<file path="src/rtl/acq_pkg.sv">
// Shared types and defaults for the acquisition correlator sequencer.
// Core instantiation and sequencer use the same size defaults.
package acq_pkg;

  localparam int unsigned CORE_SIZE_DEF = 256;
  localparam int unsigned BLK_W_DEF     = 16;
  localparam int unsigned TMO_W_DEF     = 10;

  typedef enum logic [1:0] {
    IDLE,
    FILL,
    DRAIN,
    DONE
  } acq_seq_state_t;

endpackage

</file>
<file path="src/rtl/acq_core_seq_if.sv">
// Control strobes between the sequencer and the correlator core.
// The sequencer is the slave side; the core returns valid.
interface core_interface;

  logic we;
  logic data_latch;
  logic we_adder;
  logic code_load;
  logic wr_buf;
  logic valid;

  modport slave (
    output we,
    output data_latch,
    output we_adder,
    output code_load,
    output wr_buf,
    input  valid
  );

  modport master (
    input  we,
    input  data_latch,
    input  we_adder,
    input  code_load,
    input  wr_buf,
    output valid
  );

endinterface

</file>
<file path="src/rtl/acq_core_seq_tmo.sv">
// Reloadable saturating timeout counter.
// tc_o is high once the counter has saturated at all-ones.
module acq_tmo_cnt #(
  parameter int unsigned W = 10
) (
  input  logic clk,
  input  logic reset,
  input  logic en_i,
  input  logic reload_i,
  output logic tc_o
);

  logic [W-1:0] cnt_q, cnt_d;

  assign tc_o = &cnt_q;

  always_comb begin
    cnt_d = cnt_q;
    if (reload_i) begin
      cnt_d = '0;
    end else if (en_i && !tc_o) begin
      cnt_d = cnt_q + W'(1);
    end
  end

  always_ff @(posedge clk) begin
    if (reset) cnt_q <= '0;
    else       cnt_q <= cnt_d;
  end

endmodule

</file>
<file path="src/rtl/acq_core_seq.sv">
// Sequencer for the acquisition correlator core: fills blocks,
// fires the adder, counts results, reports done or timeout.
module acq_core_seq
  import acq_pkg::*;
#(
  parameter int unsigned CORE_SIZE = CORE_SIZE_DEF,
  parameter int unsigned BLK_W     = BLK_W_DEF,
  parameter int unsigned TMO_W     = TMO_W_DEF
) (
  input  logic             clk,
  input  logic             reset,
  input  logic             start,
  input  logic             abort,
  input  logic [BLK_W-1:0] n_blocks,
  input  logic             sample_vld,
  core_interface.slave     core_if,
  output logic             busy,
  output logic [BLK_W-1:0] blk_latched,
  output logic [BLK_W-1:0] res_cnt,
  output logic             res_vld,
  output logic             done,
  output logic             tmo
);

  localparam int unsigned CW = $clog2(CORE_SIZE);
  localparam logic [CW-1:0] CNT_LAST = CW'(CORE_SIZE - 1);

  acq_seq_state_t   state_q, state_d;
  logic [CW-1:0]    cnt_q, cnt_d;
  logic [BLK_W-1:0] blk_q, blk_d;
  logic [BLK_W-1:0] res_q, res_d;
  logic [BLK_W-1:0] nblk_q, nblk_d;
  logic             tmo_q, tmo_d;
  logic             wea_q;

  logic active;
  logic we;
  logic boundary;
  logic cnt_vld;
  logic start_acc;
  logic tmo_en;
  logic tmo_tc;
  logic tmo_fire;

  assign active    = (state_q == FILL) || (state_q == DRAIN);
  assign we        = (state_q == FILL) && sample_vld;
  assign boundary  = we && (cnt_q == CNT_LAST);
  assign start_acc = (state_q == IDLE) && start;
  // Results beyond the programmed count are not counted.
  assign cnt_vld   = active && core_if.valid && (res_q != nblk_q);
  assign tmo_en    = active && (blk_q != res_q);
  assign tmo_fire  = tmo_en && tmo_tc && !cnt_vld;

  acq_tmo_cnt #(
    .W (TMO_W)
  ) u_tmo (
    .clk      (clk),
    .reset    (reset),
    .en_i     (tmo_en),
    .reload_i (cnt_vld || start_acc),
    .tc_o     (tmo_tc)
  );

  always_comb begin
    state_d = state_q;
    cnt_d   = cnt_q;
    blk_d   = blk_q;
    res_d   = res_q;
    nblk_d  = nblk_q;
    tmo_d   = tmo_q;
    if (cnt_vld) res_d = res_q + BLK_W'(1);
    unique case (state_q)
      IDLE: begin
        if (start) begin
          cnt_d   = '0;
          blk_d   = '0;
          res_d   = '0;
          tmo_d   = 1'b0;
          nblk_d  = n_blocks;
          state_d = (n_blocks == '0) ? DONE : FILL;
        end
      end
      FILL: begin
        if (we) cnt_d = cnt_q + CW'(1);
        if (boundary) begin
          blk_d = blk_q + BLK_W'(1);
          if (blk_d == nblk_q) state_d = DRAIN;
        end
      end
      DRAIN: begin
        if (res_d == nblk_q) state_d = DONE;
      end
      DONE: begin
        state_d = IDLE;
      end
      default: state_d = IDLE;
    endcase
    if (tmo_fire) begin
      tmo_d   = 1'b1;
      state_d = IDLE;
    end
    if (abort && state_q != IDLE) state_d = IDLE;
  end

  always_ff @(posedge clk) begin
    if (reset) begin
      state_q <= IDLE;
      cnt_q   <= '0;
      blk_q   <= '0;
      res_q   <= '0;
      nblk_q  <= '0;
      tmo_q   <= 1'b0;
      wea_q   <= 1'b0;
    end else begin
      state_q <= state_d;
      cnt_q   <= cnt_d;
      blk_q   <= blk_d;
      res_q   <= res_d;
      nblk_q  <= nblk_d;
      tmo_q   <= tmo_d;
      wea_q   <= boundary;
    end
  end

  assign core_if.we         = we;
  assign core_if.data_latch = boundary;
  assign core_if.code_load  = boundary;
  assign core_if.wr_buf     = boundary && (blk_q == '0);
  assign core_if.we_adder   = wea_q;

  assign busy        = (state_q != IDLE);
  assign blk_latched = blk_q;
  assign res_cnt     = res_q;
  assign res_vld     = active && core_if.valid;
  assign done        = (state_q == DONE);
  assign tmo         = tmo_q;

endmodule

</file>
<file path="src/flat_wrapper.sv">
// flat-port wrapper written by rule: the top's interface ports become plain ports
module acq_core_seq_flat import acq_pkg::*;
#(
  parameter int unsigned CORE_SIZE = CORE_SIZE_DEF,
  parameter int unsigned BLK_W     = BLK_W_DEF,
  parameter int unsigned TMO_W     = TMO_W_DEF
)
  (clk, reset, start, abort, n_blocks, sample_vld, busy, blk_latched, res_cnt, res_vld, done, tmo, core_if_we, core_if_data_latch, core_if_we_adder, core_if_code_load, core_if_wr_buf, core_if_valid);
  core_interface core_if_i ();
  input  logic clk;
  input  logic reset;
  input  logic start;
  input  logic abort;
  input  logic [BLK_W-1:0] n_blocks;
  input  logic sample_vld;
  output logic busy;
  output logic [BLK_W-1:0] blk_latched;
  output logic [BLK_W-1:0] res_cnt;
  output logic res_vld;
  output logic done;
  output logic tmo;
  output wire logic [$bits(core_if_i.we)-1:0] core_if_we;
  output wire logic [$bits(core_if_i.data_latch)-1:0] core_if_data_latch;
  output wire logic [$bits(core_if_i.we_adder)-1:0] core_if_we_adder;
  output wire logic [$bits(core_if_i.code_load)-1:0] core_if_code_load;
  output wire logic [$bits(core_if_i.wr_buf)-1:0] core_if_wr_buf;
  input wire logic [$bits(core_if_i.valid)-1:0] core_if_valid;
  assign core_if_we = core_if_i.we;
  assign core_if_data_latch = core_if_i.data_latch;
  assign core_if_we_adder = core_if_i.we_adder;
  assign core_if_code_load = core_if_i.code_load;
  assign core_if_wr_buf = core_if_i.wr_buf;
  assign core_if_i.valid = core_if_valid;
  acq_core_seq #(.CORE_SIZE(CORE_SIZE), .BLK_W(BLK_W), .TMO_W(TMO_W)) u_core (.clk(clk), .reset(reset), .start(start), .abort(abort), .n_blocks(n_blocks), .sample_vld(sample_vld), .core_if(core_if_i), .busy(busy), .blk_latched(blk_latched), .res_cnt(res_cnt), .res_vld(res_vld), .done(done), .tmo(tmo));
endmodule
</file>
<file path="config.mk">
export PLATFORM = sky130hd
export DESIGN_NAME = acq_core_seq_flat
export DESIGN_NICKNAME = d
export VERILOG_FILES = /design/src/rtl/acq_pkg.sv /design/src/rtl/acq_core_seq_if.sv /design/src/rtl/acq_core_seq_tmo.sv /design/src/rtl/acq_core_seq.sv /design/src/flat_wrapper.sv
export SDC_FILE = /design/constraint.sdc
export NUM_CORES = 1
export LEC_CHECK = 0
export ABC_AREA = 1
export CAP_MARGIN = 20
export CORE_MARGIN = 1
export CORE_UTILIZATION = 55
export DETAILED_ROUTE_END_ITERATION = 7
export GPL_ROUTABILITY_DRIVEN = 0
export GPL_TIMING_DRIVEN = 0
export PLACE_DENSITY = 0.8
export SYNTH_ARGS = -nofsm -noshare
export SYNTH_HDL_FRONTEND = slang
export SYNTH_SLANG_ARGS = --single-unit
</file>
<file path="constraint.sdc">
create_clock -name clk -period 6 [get_ports clk]
set_clock_uncertainty 0.05 [all_clocks]
set_input_delay 0.6 -clock clk [delete_from_list [all_inputs] [get_ports clk]]
set_output_delay 0.6 -clock clk [all_outputs]
set_load 0.01 [all_outputs]
</file>
# Word level (Yosys, flattened, before mapping)
# Cells that the tools add are included.
# Widths: inputs -> output; s select.
dict set report totals {
  ff_bits 70
  inputBits 22
  wordCells 73
  out_inout_bits 41
}
dict set report op_classes {
  addsub 4
  n_mux 18
  n_reduce_logical 30
  n_eq_ne 13
}
# operator count
set op_table {}
lappend op_table {{$mux 16} 5}
lappend op_table {{$add 16x1->16 const B} 2}
lappend op_table {{$eq 16x16->1} 2}
lappend op_table {{$logic_not 16->1} 2}
lappend op_table {{$ne 16x16->1} 2}
lappend op_table {{$pmux 16 s2} 1}
lappend op_table {{$mux 8} 2}
lappend op_table {{$pmux 8 s2} 1}
lappend op_table {{$logic_and 1x1->1} 11}
lappend op_table {{$add 10x1->10 const B} 1}
lappend op_table {{$mux 2} 5}
lappend op_table {{$reduce_and 10->1} 1}
lappend op_table {{$add 8x1->8 const B} 1}
lappend op_table {{$eq 8x8->1 const B} 1}
lappend op_table {{$pmux 2 s4} 1}
lappend op_table {{$reduce_bool 2->1} 4}
lappend op_table {{$ne 2x2->1 const B} 3}
lappend op_table {{$reduce_and 3->1} 2}
lappend op_table {{$eq 2x2->1 const B} 2}
lappend op_table {{$ne 2x1->1 const B} 2}
lappend op_table {{$reduce_and 2->1} 2}
lappend op_table {{$reduce_and 4->1} 1}
lappend op_table {{$mux 1} 3}
lappend op_table {{$reduce_or 3->1} 1}
lappend op_table {{other kinds (5)} 7}

# Logic depth before layout (Yosys ltp)
dict set report logic_depth {
  ltp_word 8
  mapped_depth 22
  depth_no_buf 20
}

# Hierarchy
# A second synthesis with hierarchy kept.
dict set report unflattened {
  hier_cells 754
  hier_area_um2 4648.2
}
# mod cells_each area_each_um2 seq_area_each_um2 n_inst
set modules_own_cells {}
lappend modules_own_cells {acq_core_seq 670 4081.4 1201.2 1}
lappend modules_own_cells {acq_tmo_cnt 84 566.8 200.2 1}

# Worst setup path after synthesis
# OpenSTA, ideal clock, no wires.
dict set report synth_timing {
  path_kind {flip-flop to flip-flop}
  from {register u_core.state_q[0]}
  to {register u_core.state_q[1]}
  stages_incl_launch_ff 16
  t_required_ns 5.837
  t_arrival_ns 1.948
  setup_time_ns 0.113
  path_slack_ns 3.889
  path_buffers 1
  synth_period_minus_slack_ns 2.111
  path_cell_list {dfxtp_1 inv_1 ha_1 nand2_1 inv_1 buf_2 nand3_1 nand3_1 nand2_1 nand2_1 nor2_1 nand3_1 nand2_1 nand2_2 nor2_1 nor2_1}
}
dict set report synth_between {
  elab_chain_cells 8
  word_cells_on_any_way 24
  classes_between {eq/ne: 8; mux: 2; reduce/logical: 14}
}
# item line
set synth_rtl {}
lappend synth_rtl {{start, declared} acq_core_seq.sv:28} ;# acq_seq_state_t state_q, state_d;
lappend synth_rtl {{start signal, assigned} acq_core_seq.sv:115} ;# state_q <= state_d;
lappend synth_rtl {{$eq 2x1->1 / $eq 2x2->1 (equally long branches)} acq_core_seq.sv:45} ;# assign active = (state_q == FILL) || (state_q == DRAIN);
lappend synth_rtl {{$logic_or 1x1->1 *} acq_core_seq.sv:45}
lappend synth_rtl {{$logic_and 1x1->1 *} -}
lappend synth_rtl {{net res_vld} flat_wrapper.sv:19} ;# output logic res_vld;
lappend synth_rtl {{$logic_and 1x1->1 *} acq_core_seq.sv:50} ;# assign cnt_vld = active && core_if.valid && (res_q != nblk_q);
lappend synth_rtl {{$mux 16} acq_core_seq.sv:71} ;# if (cnt_vld) res_d = res_q + BLK_W'(1);
lappend synth_rtl {{$eq 16x16->1} acq_core_seq.sv:91} ;# if (res_d == nblk_q) state_d = DONE;
lappend synth_rtl {{$ne 2x2->1 (no line)} -}
lappend synth_rtl {{$reduce_and 4->1 (no line)} -}
# The timed path passes the listed nets; every way through them passes the cells marked *.
# A chain may end at the register's enable or synchronous reset.

# Worst setup path after layout
dict set report layout_timing {
  from {register u_core.state_q[0]}
  to {output res_vld}
}
dict set report layout_between {
  elab_chain_cells 3
  word_cells_on_any_way 4
  classes_between {eq/ne: 2; reduce/logical: 2}
}
# item line
set layout_rtl {}
lappend layout_rtl {{$eq 2x1->1 / $eq 2x2->1 (equally long branches)} acq_core_seq.sv:45}
lappend layout_rtl {{$logic_or 1x1->1 *} acq_core_seq.sv:45}
lappend layout_rtl {{$logic_and 1x1->1 *} acq_core_seq.sv:134} ;# assign res_vld = active && core_if.valid;
lappend layout_rtl {{end, declared} flat_wrapper.sv:19}
# Mark *: on every way between the ends. The rest lies on a longest branch, timed or not.

==> impl_results.md <==
* Max VDD drop at 0.000292 V
* Multi-input logic area at 0.00270 sq mm
* Clock buffer depth at 2
* Crit-path max FO at 10
* Setup slack, reg-to-reg at 3.42 ns
* Final worst path period share at 52.2%
* Dominant cells by area after synthesis: dfxtp_1 31%, nand2_1 18%, inv_1 7.4%
* IO buf count at 62
* Power Total at 0.00154 W
* Placeable Area at 0.00789 sq mm
* First-pass GRT wire length at 21,700 um
* Hold_ws at 0.425 ns
* CTS tree: built
* EDFF count, synth at 0
* Post-synthesis cell count at 732
* Overall routed net length at 13,100 um
* Leak at 2.21 nW
* Startpoint Class: flip-flop
* Layout area overhead at 20.1%
* FMAX at 319 MHz
* Most area-hungry cell type in the Yosys netlist: dfxtp_1
* Placement Cell Area at 0.00534 sq mm
* RSZ-0062 raised after global routing: false
* Async set-reset flop share out of synthesis at 0%
* Syn_nets at 763
* Largest net degree at the start of global routing at 12
* Rows at 32
* Synth Flop Type: dfxtp_1
* Syn Std Cell Area at 0.00459 sq mm
* Post-synthesis register bit count at 70
* Detailed-route wire length per cell at 14.4 um
* Clock transition at path regs at 0.07 ns
* Yosys top cell area share at 30.5%
* GRT overflow at 0
* Worst Max-Slew Pin Slew at 0.539 ns
* Yosys warning total at 0
* Share of cells above drive strength 1 at 7.79%
* Final setup vio count at 0
* Routed vias/inst at 5.64
* Hold Fails Final Rpt at 0
* Clock tree root driver cell: clkbuf_8
* Die Ht at 93.4 um
* Reg area at 0.00140 sq mm
* Final net count at 836
* CTS HTree Levels at 3
* Post_cts resized at 0
* Clock sinks at 70
* DRC Markers at 0
* Sequential-to-total area share from yosys stat at 30.5%
* IO Pins at 63
* Tmin final at 3.13 ns
* Antenna Nets Post-Route at 0
* Die area at 0.00872 sq mm
* MaxCap Viol Count at 0
* Crit end category: primary output
* Status: finished clean
* Die W at 93.4 um
* Setup_tns at 0 ns
* Avg Synthesized Cell Area at 6.27 sq um
* Post-detail-place hpwl at 10,100 um
* Vias in the first global route at 4,734
* Synth unique cells at 40
* Fin area at 0.00551 sq mm
* Initial Util at 58.2%
* Count of final max-slew check failures at 0
* N_diodes at 0
* P per Cell Area at 279 mW/mm^2
* Later-pin clock latency in the skew report at 0.36 ns
* HP Class: reg2reg
* TritonCTS Buffers at 9
* Commonest non-fill, non-tap cell in the layout: nand2_1
* Post-CTS Setup Inserts at 0
* Vias at 5,139
* CP Class: reg2out
* Most frequent cells in the layout: 215 x nand2_1, 91 x inv_1, 71 x nor2_1
* Hold bufs inserted after CTS at 0
* FILL cells at 719
* GRT Util Overall at 31.7%
* Worst endpoint data arrival time at 2.48 ns
* First-pass iteration count of the detailed router at 6
* Starting DRT DRC Count at 402
* Crit path required time at 5.35 ns
* Slew HR at 63.8%
* Initial antenna violation count at 0
[power by group]
part           internal, W  leakage [nW]  switching (W)
Clock             0.000168        0.0910       0.000188
Combinational     0.000212          1.55       0.000423
Sequential        0.000508         0.568      0.0000390
[critical path, stage by stage (launching register included)]
cell             delay (ns)
dfxtp_1                0.36
inv_1                  0.08
ha_1                   0.33
nand2_1                0.29
inv_1                  0.23
buf_2                  0.25
clkdlybuf4s50_1        0.58
[metrics by stage]
step           instances  utilization, %  setup WS, ns
3_3_place_gp         896            67.7          3.02
2_1_floorplan        732               -          3.89
5_1_grt              911            69.9          2.75
6_report             911            69.9          2.87
3_5_place_dp         896            67.7          2.99
4_1_cts              911            69.9          2.89
[cells in the mapped netlist, drive strengths merged, types with 2 or more instances]
cell type / count
nand4: 18
nor2: 77
o221ai: 2
a211oi: 3
o21ai: 35
a21oi: 53
xnor2: 7
nor3: 15
inv: 98
buf: 12
nand3: 52
nand2: 226
nand3b: 4
dfxtp: 70
xor2: 17
nor4: 11
ha: 9
or2: 6
clkbuf: 8
[routing by layer]
| metal | share of wire, % | up-vias | track usage [%] |
|---|---|---|---|
| met3 | 7.4 | 40 | 5.12 |
| met5 | 0 | - | 0 |
| met4 | 2.6 | 0 | 13.3 |
| met2 | 48 | 240 | 54.5 |
| met1 | 42 | 2362 | 39.1 |
| li1 | - | 2497 | - |
[worst paths after layout]
| check | startpoint | to | cells after the start |
|---|---|---|---|
| max reg2reg | u_core.state_q[0]$_SDFFE_PP0P_ | u_core.state_q[1]$_SDFFE_PP0P_ | 18 |
| min reg2reg | u_core.u_tmo.cnt_q[9]$_SDFFE_PP0P_ | u_core.u_tmo.cnt_q[9]$_SDFFE_PP0P_ | 2 |
| min | u_core.u_tmo.cnt_q[9]$_SDFFE_PP0P_ | u_core.u_tmo.cnt_q[9]$_SDFFE_PP0P_ | 2 |
| max | u_core.state_q[0]$_SDFFE_PP0P_ | res_vld | 6 |
[registers in the layout (all words and copies together) (netlist names)]
register                 flops
u_core.blk_latched          16
u_core.cnt_q                 8
u_core.core_if.we_adder      1
u_core.nblk_q               16
u_core.res_cnt              16
u_core.state_q               2
u_core.tmo                   1
u_core.u_tmo.cnt_q          10
[layout make-up]
cell class | count | share of cell area (%)
clock inverters | 4 | 0.409
clock buffers | 11 | 2.75
well taps | 102 | 2.32
repair buffers | 62 | 11.3
plain buffers | 20 | 2.07
inverters | 99 | 6.74
flip-flops and latches | 70 | 25.4
multi-input cells | 543 | 49.0
[kinds of logic (layout without fill, tap and decap cells)]
| group | after synthesis | in the layout | synth area share, % |
|---|---|---|---|
| AOI/OAI and AO/OA | 98 | 98 | 11.4 |
| xor gates and xnor gates | 25 | 25 | 5.23 |
| adders and majority gates | 9 | 9 | 2.45 |
| buffers and inverters | 119 | 196 | 10.6 |
| DFF | 70 | 70 | 30.5 |
| and+or+nand+nor | 411 | 411 | 39.8 |
(Power assumes the default switching activity.)
